[config.mk]
export PLATFORM = sky130hd
export DESIGN_NAME = pipe_hazard_unit
export DESIGN_NICKNAME = d
export VERILOG_FILES = /design/src/rtl/hazard_pkg.sv /design/src/rtl/fwd_operand_select.sv /design/src/rtl/pipe_hazard_unit.sv
export SDC_FILE = /design/constraint.sdc
export NUM_CORES = 1
export LEC_CHECK = 0
export ABC_AREA = 1
export ABC_CLOCK_PERIOD_IN_PS = 3100
export BUFFER_PORTS_ARGS = -buffer_cell sky130_fd_sc_hd__buf_4
export CORE_MARGIN = 4
export CORE_UTILIZATION = 50
export DETAILED_ROUTE_END_ITERATION = 16
export HOLD_SLACK_MARGIN = 0.15
export PLACE_DENSITY = 0.95
export SLEW_MARGIN = 0
export SYNTH_ARGS = -nofsm -noshare
export SYNTH_HDL_FRONTEND = slang
export SYNTH_HIERARCHICAL = 1
export SYNTH_SLANG_ARGS = --single-unit
[constraint.sdc]
create_clock -name clk -period 3.1 [get_ports clk]
set_clock_uncertainty 0.05 [all_clocks]
set_input_delay 0.31 -clock clk [delete_from_list [all_inputs] [get_ports clk]]
set_output_delay 0.31 -clock clk [all_outputs]
set_load 0.05 [all_outputs]
[src/rtl/hazard_pkg.sv]
// rtl/hazard_pkg.sv - shared scoreboard slot type and forwarding-select constants
package hazard_pkg;

    localparam int MAX_DEPTH    = 8;
    localparam int MAX_REG_BITS = 8;

    // Select field is sized for the largest supported DEPTH; SEL_RF is never a slot index
    localparam int SEL_W = $clog2(MAX_DEPTH + 1);
    localparam logic [SEL_W-1:0] SEL_RF = SEL_W'(MAX_DEPTH);

    typedef struct packed {
        logic                    valid;
        logic [MAX_REG_BITS-1:0] wr_reg;
        logic                    is_load;
    } slot_t;

endpackage

[src/rtl/fwd_operand_select.sv]
// rtl/fwd_operand_select.sv - youngest-slot priority match and data mux for one source operand
module fwd_operand_select
    import hazard_pkg::*;
#(
    parameter int DATA_W   = 32,
    parameter int REG_BITS = 5,
    parameter int DEPTH    = 2,
    parameter int LOAD_LAT = 1
) (
    input  logic                      use_reg,
    input  logic [REG_BITS-1:0]       src_reg,
    input  slot_t [DEPTH-1:0]         slots,
    input  logic [DEPTH*DATA_W-1:0]   stage_data,
    input  logic [DATA_W-1:0]         rf_data,
    output logic                      hit,
    output logic                      ready,
    output logic [DATA_W-1:0]         data
);

    logic [SEL_W-1:0]        sel;
    logic [MAX_REG_BITS-1:0] src_ext;

    assign src_ext = MAX_REG_BITS'(src_reg);

    // Scan oldest to youngest so the smallest matching index is the one left standing
    always_comb begin
        hit   = 1'b0;
        ready = 1'b0;
        sel   = SEL_RF;
        for (int k = DEPTH - 1; k >= 0; k--) begin
            if (use_reg && slots[k].valid && (slots[k].wr_reg != '0) &&
                (slots[k].wr_reg == src_ext)) begin
                hit   = 1'b1;
                ready = !(slots[k].is_load && (k < LOAD_LAT));
                sel   = SEL_W'(k);
            end
        end
    end

    always_comb begin
        data = rf_data;
        for (int k = 0; k < DEPTH; k++) begin
            if (sel == SEL_W'(k)) begin
                data = stage_data[k*DATA_W +: DATA_W];
            end
        end
    end

endmodule

[src/rtl/pipe_hazard_unit.sv]
// rtl/pipe_hazard_unit.sv - in-flight destination scoreboard, operand forwarding and load-use stall
module pipe_hazard_unit
    import hazard_pkg::*;
#(
    parameter int DATA_W   = 32,
    parameter int REG_BITS = 5,
    parameter int DEPTH    = 2,
    parameter int LOAD_LAT = 1,
    parameter int CNT_W    = 16
) (
    input  logic                    clk,
    input  logic                    reset,
    input  logic                    issue_valid,
    input  logic [REG_BITS-1:0]     issue_rs,
    input  logic [REG_BITS-1:0]     issue_rt,
    input  logic                    issue_use_rs,
    input  logic                    issue_use_rt,
    input  logic                    issue_wr_en,
    input  logic [REG_BITS-1:0]     issue_wr_reg,
    input  logic                    issue_is_load,
    input  logic                    flush,
    input  logic [DATA_W-1:0]       rf_rd1,
    input  logic [DATA_W-1:0]       rf_rd2,
    input  logic [DEPTH*DATA_W-1:0] stage_data,
    output logic [DATA_W-1:0]       opA,
    output logic [DATA_W-1:0]       opB,
    output logic                    stall,
    output logic [CNT_W-1:0]        stall_cycles
);

    slot_t [DEPTH-1:0] slots;
    slot_t             new_slot;
    logic              rs_hit, rs_ready, rt_hit, rt_ready;
    logic              issue_go;

    fwd_operand_select #(
        .DATA_W(DATA_W), .REG_BITS(REG_BITS), .DEPTH(DEPTH), .LOAD_LAT(LOAD_LAT)
    ) u_fwd_rs (
        .use_reg(issue_use_rs), .src_reg(issue_rs), .slots(slots),
        .stage_data(stage_data), .rf_data(rf_rd1),
        .hit(rs_hit), .ready(rs_ready), .data(opA)
    );

    fwd_operand_select #(
        .DATA_W(DATA_W), .REG_BITS(REG_BITS), .DEPTH(DEPTH), .LOAD_LAT(LOAD_LAT)
    ) u_fwd_rt (
        .use_reg(issue_use_rt), .src_reg(issue_rt), .slots(slots),
        .stage_data(stage_data), .rf_data(rf_rd2),
        .hit(rt_hit), .ready(rt_ready), .data(opB)
    );

    assign stall    = issue_valid & ~flush & ((rs_hit & ~rs_ready) | (rt_hit & ~rt_ready));
    assign issue_go = issue_valid & ~stall & ~flush;

    // Non-writing instructions enter with wr_reg=0 so they can never be live
    always_comb begin
        new_slot         = '0;
        new_slot.valid   = issue_go;
        new_slot.wr_reg  = issue_wr_en ? MAX_REG_BITS'(issue_wr_reg) : '0;
        new_slot.is_load = issue_go & issue_is_load;
    end

    always_ff @(posedge clk) begin
        if (!reset) begin
            slots        <= '0;
            stall_cycles <= '0;
        end else begin
            slots[0] <= issue_go ? new_slot : '0;
            for (int k = 1; k < DEPTH; k++) begin
                slots[k] <= slots[k-1];
            end
            if (stall && (stall_cycles != '1)) begin
                stall_cycles <= stall_cycles + CNT_W'(1);
            end
        end
    end

endmodule
==> results of run 1 <==
## worst paths after layout
path | from | end | slack (ps)
setup reg to reg | slots[2]$_SDFF_PN0_ | stall_cycles[2]$_SDFFE_PN0P_ | 910
hold reg to reg | slots[9]$_SDFF_PN0_ | slots[19]$_SDFF_PN0_ | 410
hold / removal | issue_wr_reg[2] | slots[3]$_SDFF_PN0_ | 190
setup / recovery | slots[2]$_SDFF_PN0_ | stall | 460
## area by class of cell
type	instances	area (um^2)	area share
multi-input cells	574	2730	0.448
repair buffers	245	1840	0.302
inverters	192	722	0.119
flip-flops and latches	29	581	0.0954
well taps	105	131	0.0216
clock buffers	5	68.8	0.0113
clock inverters	3	17.5	0.00288
## flip-flops by register name, summed over array words and instances (netlist names)
name	flops
stall_cycles	16
slots	13
## metal layers
layer  track usage  up-vias
met3        0.0605       61
met2         0.547      370
met4         0.140        0
li1              -     2996
met5             0        -
met1         0.411     2619
## power by group
group	switching [mW]	total, mW	internal [mW]	leakage, nW
logic	0.345	0.579	0.234	3.38
registers	0.00339	0.379	0.376	0.234
clock network	0.146	0.300	0.154	0.0439
total	0.495	1.26	0.764	3.65
## critical path, delay by kind of cell, from the launching register on
| kind | cells | cell delay (ps) |
|---|---|---|
| buffers and inverters | 6 | 730 |
| AND/OR/NAND/NOR | 8 | 730 |
| flip-flops | 1 | 400 |
| AO/OA/AOI/OAI | 1 | 150 |
==> impl_results.rst, run 1 <==
.. list-table::
   :header-rows: 1

   * - Metric
     - Value
   * - Outcome
     - complete, no violations
   * - Net total in the final layout
     - 1,199
   * - Starting utilization of the core area
     - 0.514
   * - Final worst hold slack
     - 188 ps
   * - Synthesized area divided by synthesized cell count
     - 5.08 um^2
   * - Drt drc
     - 0
   * - Num Clock Sinks
     - 29
   * - Input/output buffers
     - 231
   * - Final instance count without filler cells
     - 1,153
   * - Cell occurring most often along the worst timing path
     - sky130_fd_sc_hd__nand2_1
   * - CP arrival
     - 2280 ps
   * - Data required time of the critical path
     - 2740 ps
   * - Cell Count Post-Placement
     - 1,145
   * - Worst path cell trace
     - inv_1, nand2_1, nand2_1, inv_1, nand2_1, nor2_4, nand3_2, buf_4, o21ai_1, inv_1, nand2_1, nand2_1, nand2_2, inv_1, buf_4
   * - Root buffer cell
     - sky130_fd_sc_hd__clkbuf_8
   * - Kind of path behind the tightest hold check
     - in2reg
   * - Commonest non-fill, non-tap cell in the layout
     - sky130_fd_sc_hd__buf_4
   * - Post-cts hold buffer count
     - 0
   * - Antenna violations before repair
     - 0
   * - Maximum fanout along the worst path
     - 26
   * - Vert. Die Dim
     - 99.9 um
   * - Final total negative setup slack
     - 0 ps
   * - Die area
     - 0.00997 mm^2
   * - Max Transition Viols Final
     - 0
   * - Peak supply drop
     - 0.379 mV
   * - Post-CTS setup repair buffer count
     - 0
   * - Critical Path Slowest Stage Cell
     - sky130_fd_sc_hd__dfxtp_1
   * - Yosys warning total
     - 6
   * - Diodes inserted
     - 0
   * - Number of resized instances in the post-cts repair step
     - 0
   * - Clock tree from TritonCTS
     - built
   * - Fraction of final layout cells sized beyond drive strength 1
     - 0.277
   * - Top library cells by usage in the layout, fill and taps aside
     - sky130_fd_sc_hd__buf_4 (245), sky130_fd_sc_hd__nand2_1 (231), sky130_fd_sc_hd__inv_1 (187)
   * - Smallest setup slack after layout
     - 464 ps
   * - Top routing layer used
     - met4
   * - Antenna Nets Post-Route
     - 0
   * - Overall power
     - 1.26 mW
   * - 1st-pass router iterations
     - 5
   * - Metal1 wirelength
     - 6500 um
   * - Worst max-slew margin expressed relative to the limit
     - 0.600
   * - Part of the cycle the worst path needs
     - 0.850
   * - HPWL after detailed placement
     - 13,100 um
   * - Area post-placement
     - 0.00600 mm^2
   * - Met3 routed wirelength
     - 1830 um
   * - Core Box Area
     - 0.00822 mm^2
   * - Pin count of the biggest net entering global routing
     - 61
   * - Number of cell rows
     - 33
   * - Final setup vio count
     - 0
   * - Peak per-stage delay on the critical path
     - 400 ps
   * - Final critical-path required period
     - 2640 ps
   * - Vias
     - 6,046
   * - Post-CTS clock slew at the launch and capture registers of the worst setup and hold paths
     - 60 ps
   * - Netlist area before placement
     - 0.00422 mm^2
   * - Launching element type of the critical path
     - register
   * - Number of CTS-inserted buffers
     - 5
   * - Fill cell total of the finished layout
     - 722
   * - Total number of H-tree levels
     - 2
   * - Wire length on met2
     - 8120 um
   * - Final Hold Violating Endpoints
     - 0
   * - Total length of routed wires
     - 17,100 um
   * - Vias per inst
     - 5.24
   * - Number of violations of the max-capacitance limit
     - 0
   * - Transition time at the pin with the least slew margin
     - 601 ps
   * - Via count of the first global-routing pass
     - 5,582
   * - Routability cong.
     - 0.964
   * - Fmax
     - 379 MHz
   * - Count of pins on the block boundary
     - 232
   * - Overall global routing resource usage
     - 0.327
   * - Minimum setup slack after placement
     - 751 ps
   * - Wire length of the first global-routing pass
     - 26,900 um
   * - Relative area change from synthesis to final layout
     - 44.2%
   * - Clk_lat worst skew
     - 280 ps
   * - Power density of the placed cells
     - 207 mW/mm^2
   * - Synthesized instance count
     - 830
   * - Starting DRC count in detailed routing
     - 414
   * - Worst hold path cell count
     - 3
   * - GR Overflow Total
     - 0
   * - Post-route cell area
     - 0.00609 mm^2
   * - Setup repair after global routing missed its margin
     - false
   * - Post-Route Utilization
     - 0.741
   * - Final routed wire length divided by cell count
     - 14.9 um
   * - Cell leakage power
     - 3.65 nW
   * - Largest buffer count on any clock path
     - 2
   * - Worst reg2reg path depth
     - 17
   * - Critical path type
     - reg2out
   * - Die Wd
     - 99.9 um
   * - Critical path capture point type
     - primary output
No activity file was read; power rests on OpenSTA's default activity.
==> inputs of run 2 (changes only) <==
ABC_CLOCK_PERIOD_IN_PS = unset   (was 3100)
BUFFER_PORTS_ARGS = -buffer_cell sky130_fd_sc_hd__buf_2   (was -buffer_cell sky130_fd_sc_hd__buf_4)
==> run 2 against run 1 <==
Effect of this change: first-iteration DRC count increased by 29%; utilization is 6.4 points lower; clock-buffer cell count is 1 higher; hold slack worse by 5.8 ps; critical path depth stayed put; via count rose by 1.2%; wire length fell by 4.0%; register-to-register slack got worse by 210 ps; highest routed layer unchanged.
==> impl_results.rst, run 2 (synthesis results as in run 1) <==
.. list-table::
   :header-rows: 1

   * - Metric
     - Value
   * - Number of cell rows
     - 33
   * - Registers with the most flip-flops
     - stall_cycles (16), slots (13)
   * - Internal power contribution
     - 0.795 mW
   * - Clock tree from TritonCTS
     - built
   * - Number of resized instances in the post-cts repair step
     - 0
   * - Storage element area
     - 581 um^2
   * - Setup repair after global routing missed its margin
     - false
   * - Critical Path Slowest Stage Cell
     - sky130_fd_sc_hd__dfxtp_1
   * - Top register by number of flip-flops
     - stall_cycles
   * - Minimum setup slack after placement
     - 590 ps
   * - Relative area change from synthesis to final layout
     - 31.8%
   * - HPWL after detailed placement
     - 12,800 um
   * - Number of violations of the max-capacitance limit
     - 0
   * - Clk_lat worst skew
     - 290 ps
   * - Maximum fanout along the worst path
     - 15
   * - Routability cong.
     - 0.958
   * - Max FFs per register
     - 16
   * - Data required time of the critical path
     - 2740 ps
   * - Commonest non-fill, non-tap cell in the layout
     - sky130_fd_sc_hd__nand2_1
   * - Pin count of the biggest net entering global routing
     - 41
   * - Vert. Die Dim
     - 99.9 um
   * - Final total negative setup slack
     - 0 ps
   * - Post-CTS clock slew at the launch and capture registers of the worst setup and hold paths
     - 70 ps
   * - Worst path depth
     - 15
   * - Wire length of the first global-routing pass
     - 25,800 um
   * - Total number of H-tree levels
     - 2
   * - Power share of the combinational group
     - 0.388
   * - Largest buffer count on any clock path
     - 2
   * - Post-CTS setup repair buffer count
     - 0
   * - Net switching power
     - 0.498 mW
   * - Die area
     - 0.00997 mm^2
   * - Critical path capture point type
     - primary output
   * - Starting utilization of the core area
     - 0.514
   * - Share of total power in the clock network
     - 0.319
   * - Core Box Area
     - 0.00822 mm^2
   * - Peak per-stage delay on the critical path
     - 410 ps
   * - Worst reg2reg path depth
     - 16
   * - Fmax
     - 353 MHz
   * - Cell class contributing the biggest share of worst-path delay
     - simple AND/OR/NAND/NOR gates
   * - Reg-to-reg endpoint
     - stall_cycles[2]$_SDFFE_PN0P_
   * - Min-delay src
     - issue_wr_reg[3]
   * - Top library cells by usage in the layout, fill and taps aside
     - sky130_fd_sc_hd__nand2_1 (231), sky130_fd_sc_hd__buf_2 (230), sky130_fd_sc_hd__inv_1 (187)
   * - Launching element type of the critical path
     - register
   * - Critical path type
     - reg2out
   * - Worst path cell trace
     - inv_1, nand2_1, nand2_1, inv_1, nand2_1, nor2_4, nand3_2, nand2_2, o21ai_1, inv_1, nand2_1, nand2_1, nand2_2, inv_1, buf_2
   * - Origin of the critical flop-to-flop path
     - slots[2]$_SDFF_PN0_
   * - Total area of multi-input combinational cells
     - 0.00273 mm^2
   * - Cell leakage power
     - 3.49 nW
   * - Drt drc
     - 0
   * - Num Clock Sinks
     - 29
   * - Input/output buffers
     - 231
   * - Termination of the worst setup path
     - stall
   * - Kind of path behind the tightest hold check
     - in2reg
   * - Max Transition Viols Final
     - 0
   * - Net total in the final layout
     - 1,199
   * - Cell occurring most often along the worst timing path
     - sky130_fd_sc_hd__nand2_1
   * - Net switching fraction of the power
     - 0.385
   * - Post-cts hold buffer count
     - 0
   * - Antenna violations before repair
     - 1
   * - Number of buffers and inverters on the critical path
     - 5
   * - Final Hold Violating Endpoints
     - 0
   * - Fill cell total of the finished layout
     - 817
   * - Final setup vio count
     - 0
   * - Smallest setup slack after layout
     - 263 ps
   * - Power density of the placed cells
     - 233 mW/mm^2
   * - Outcome
     - complete, no violations
   * - Number of CTS-inserted buffers
     - 5
   * - 1st-pass router iterations
     - 5
   * - Count of pins on the block boundary
     - 232
   * - Vias
     - 6,119
   * - CP arrival
     - 2480 ps
   * - Starting DRC count in detailed routing
     - 536
   * - Part of the cycle the worst path needs
     - 0.915
   * - FF-to-FF setup slack
     - 700 ps
   * - Antenna Nets Post-Route
     - 0
   * - Fraction of final layout cells sized beyond drive strength 1
     - 0.277
   * - Peak supply drop
     - 0.244 mV
   * - Overall global routing resource usage
     - 0.313
   * - Launching instance or port of the critical path
     - slots[2]$_SDFF_PN0_
   * - Die Wd
     - 99.9 um
   * - Final routed wire length divided by cell count
     - 14.3 um
   * - GR Overflow Total
     - 0
   * - Fraction of power consumed by sequential logic
     - 0.293
   * - Vias per inst
     - 5.30
   * - Via count of the first global-routing pass
     - 5,445
   * - Root buffer cell
     - sky130_fd_sc_hd__clkbuf_8
   * - Final critical-path required period
     - 2840 ps
   * - Total length of routed wires
     - 16,500 um
run 2: cell types whose count changed in the layout (fill, tap and decap cells not counted), sizes merged:
cell and change:
clkinv -2, diode +1, bufinv +1, clkbuf +1
run 2: power by group through the flow:
stage               Clock, mW  Sequential [mW]  Combinational (mW)
global placement            0            0.387               0.495
floorplan                   0            0.386               0.306
global route            0.436            0.379               0.543
CTS                     0.419            0.379               0.499
finish                  0.412            0.379               0.502
detailed placement          0            0.387               0.496
run 2: worst register-to-register path, stage by stage, from the launching register on:
cell	delay [ps]
sky130_fd_sc_hd__dfxtp_1	410
sky130_fd_sc_hd__inv_1	90
sky130_fd_sc_hd__nand2_1	60
sky130_fd_sc_hd__nand2_1	50
sky130_fd_sc_hd__inv_1	40
sky130_fd_sc_hd__nand2_1	70
sky130_fd_sc_hd__nor2_4	100
sky130_fd_sc_hd__nand3_2	130
sky130_fd_sc_hd__nand2_2	280
sky130_fd_sc_hd__o21ai_1	120
sky130_fd_sc_hd__inv_1	60
sky130_fd_sc_hd__nand2_1	70
sky130_fd_sc_hd__nand2_1	120
sky130_fd_sc_hd__nand2_2	160
sky130_fd_sc_hd__nor2_1	300
sky130_fd_sc_hd__nand2_1	90
sky130_fd_sc_hd__a21oi_1	130
run 2: per-stage QoR:
stage	total power [mW]	instance area, um^2	instances	util	hold WS [ps]
6_report	1.29	5560	1154	0.677	182
5_1_grt	1.36	5560	1154	0.677	181
3_3_place_gp	0.882	5440	1145	0.662	410
3_5_place_dp	0.884	5440	1145	0.662	448
2_1_floorplan	0.692	4260	841	-	372
4_1_cts	1.30	5560	1153	0.676	180
run 2: routing by layer:
layer  GRT usage  wire [um]  vias up
li1            -          -     2998
met1       0.393       6040     2658
met2       0.542       7990      407
met3      0.0535       1830       56
met4       0.102        593        0
met5           0          0        -
run 2: worst min path at each step:
stage,depth (start not counted),to
after floorplan,2,slots[0]$_SDFF_PN0_
after global placement,2,slots[19]$_SDFF_PN0_
after detailed placement,2,slots[12]$_SDFF_PN0_
after CTS,3,slots[4]$_SDFF_PN0_
after global routing,3,slots[3]$_SDFF_PN0_
final,3,slots[4]$_SDFF_PN0_
run 2: cell type report:
type,instances,area share
inverter,192,0.130
clock inverter,2,0.00675
timing repair buffer,245,0.230
multi-input combinational,574,0.491
clock buffer,6,0.0149
tap,105,0.0236
antenna,1,0.000450
sequential,29,0.104
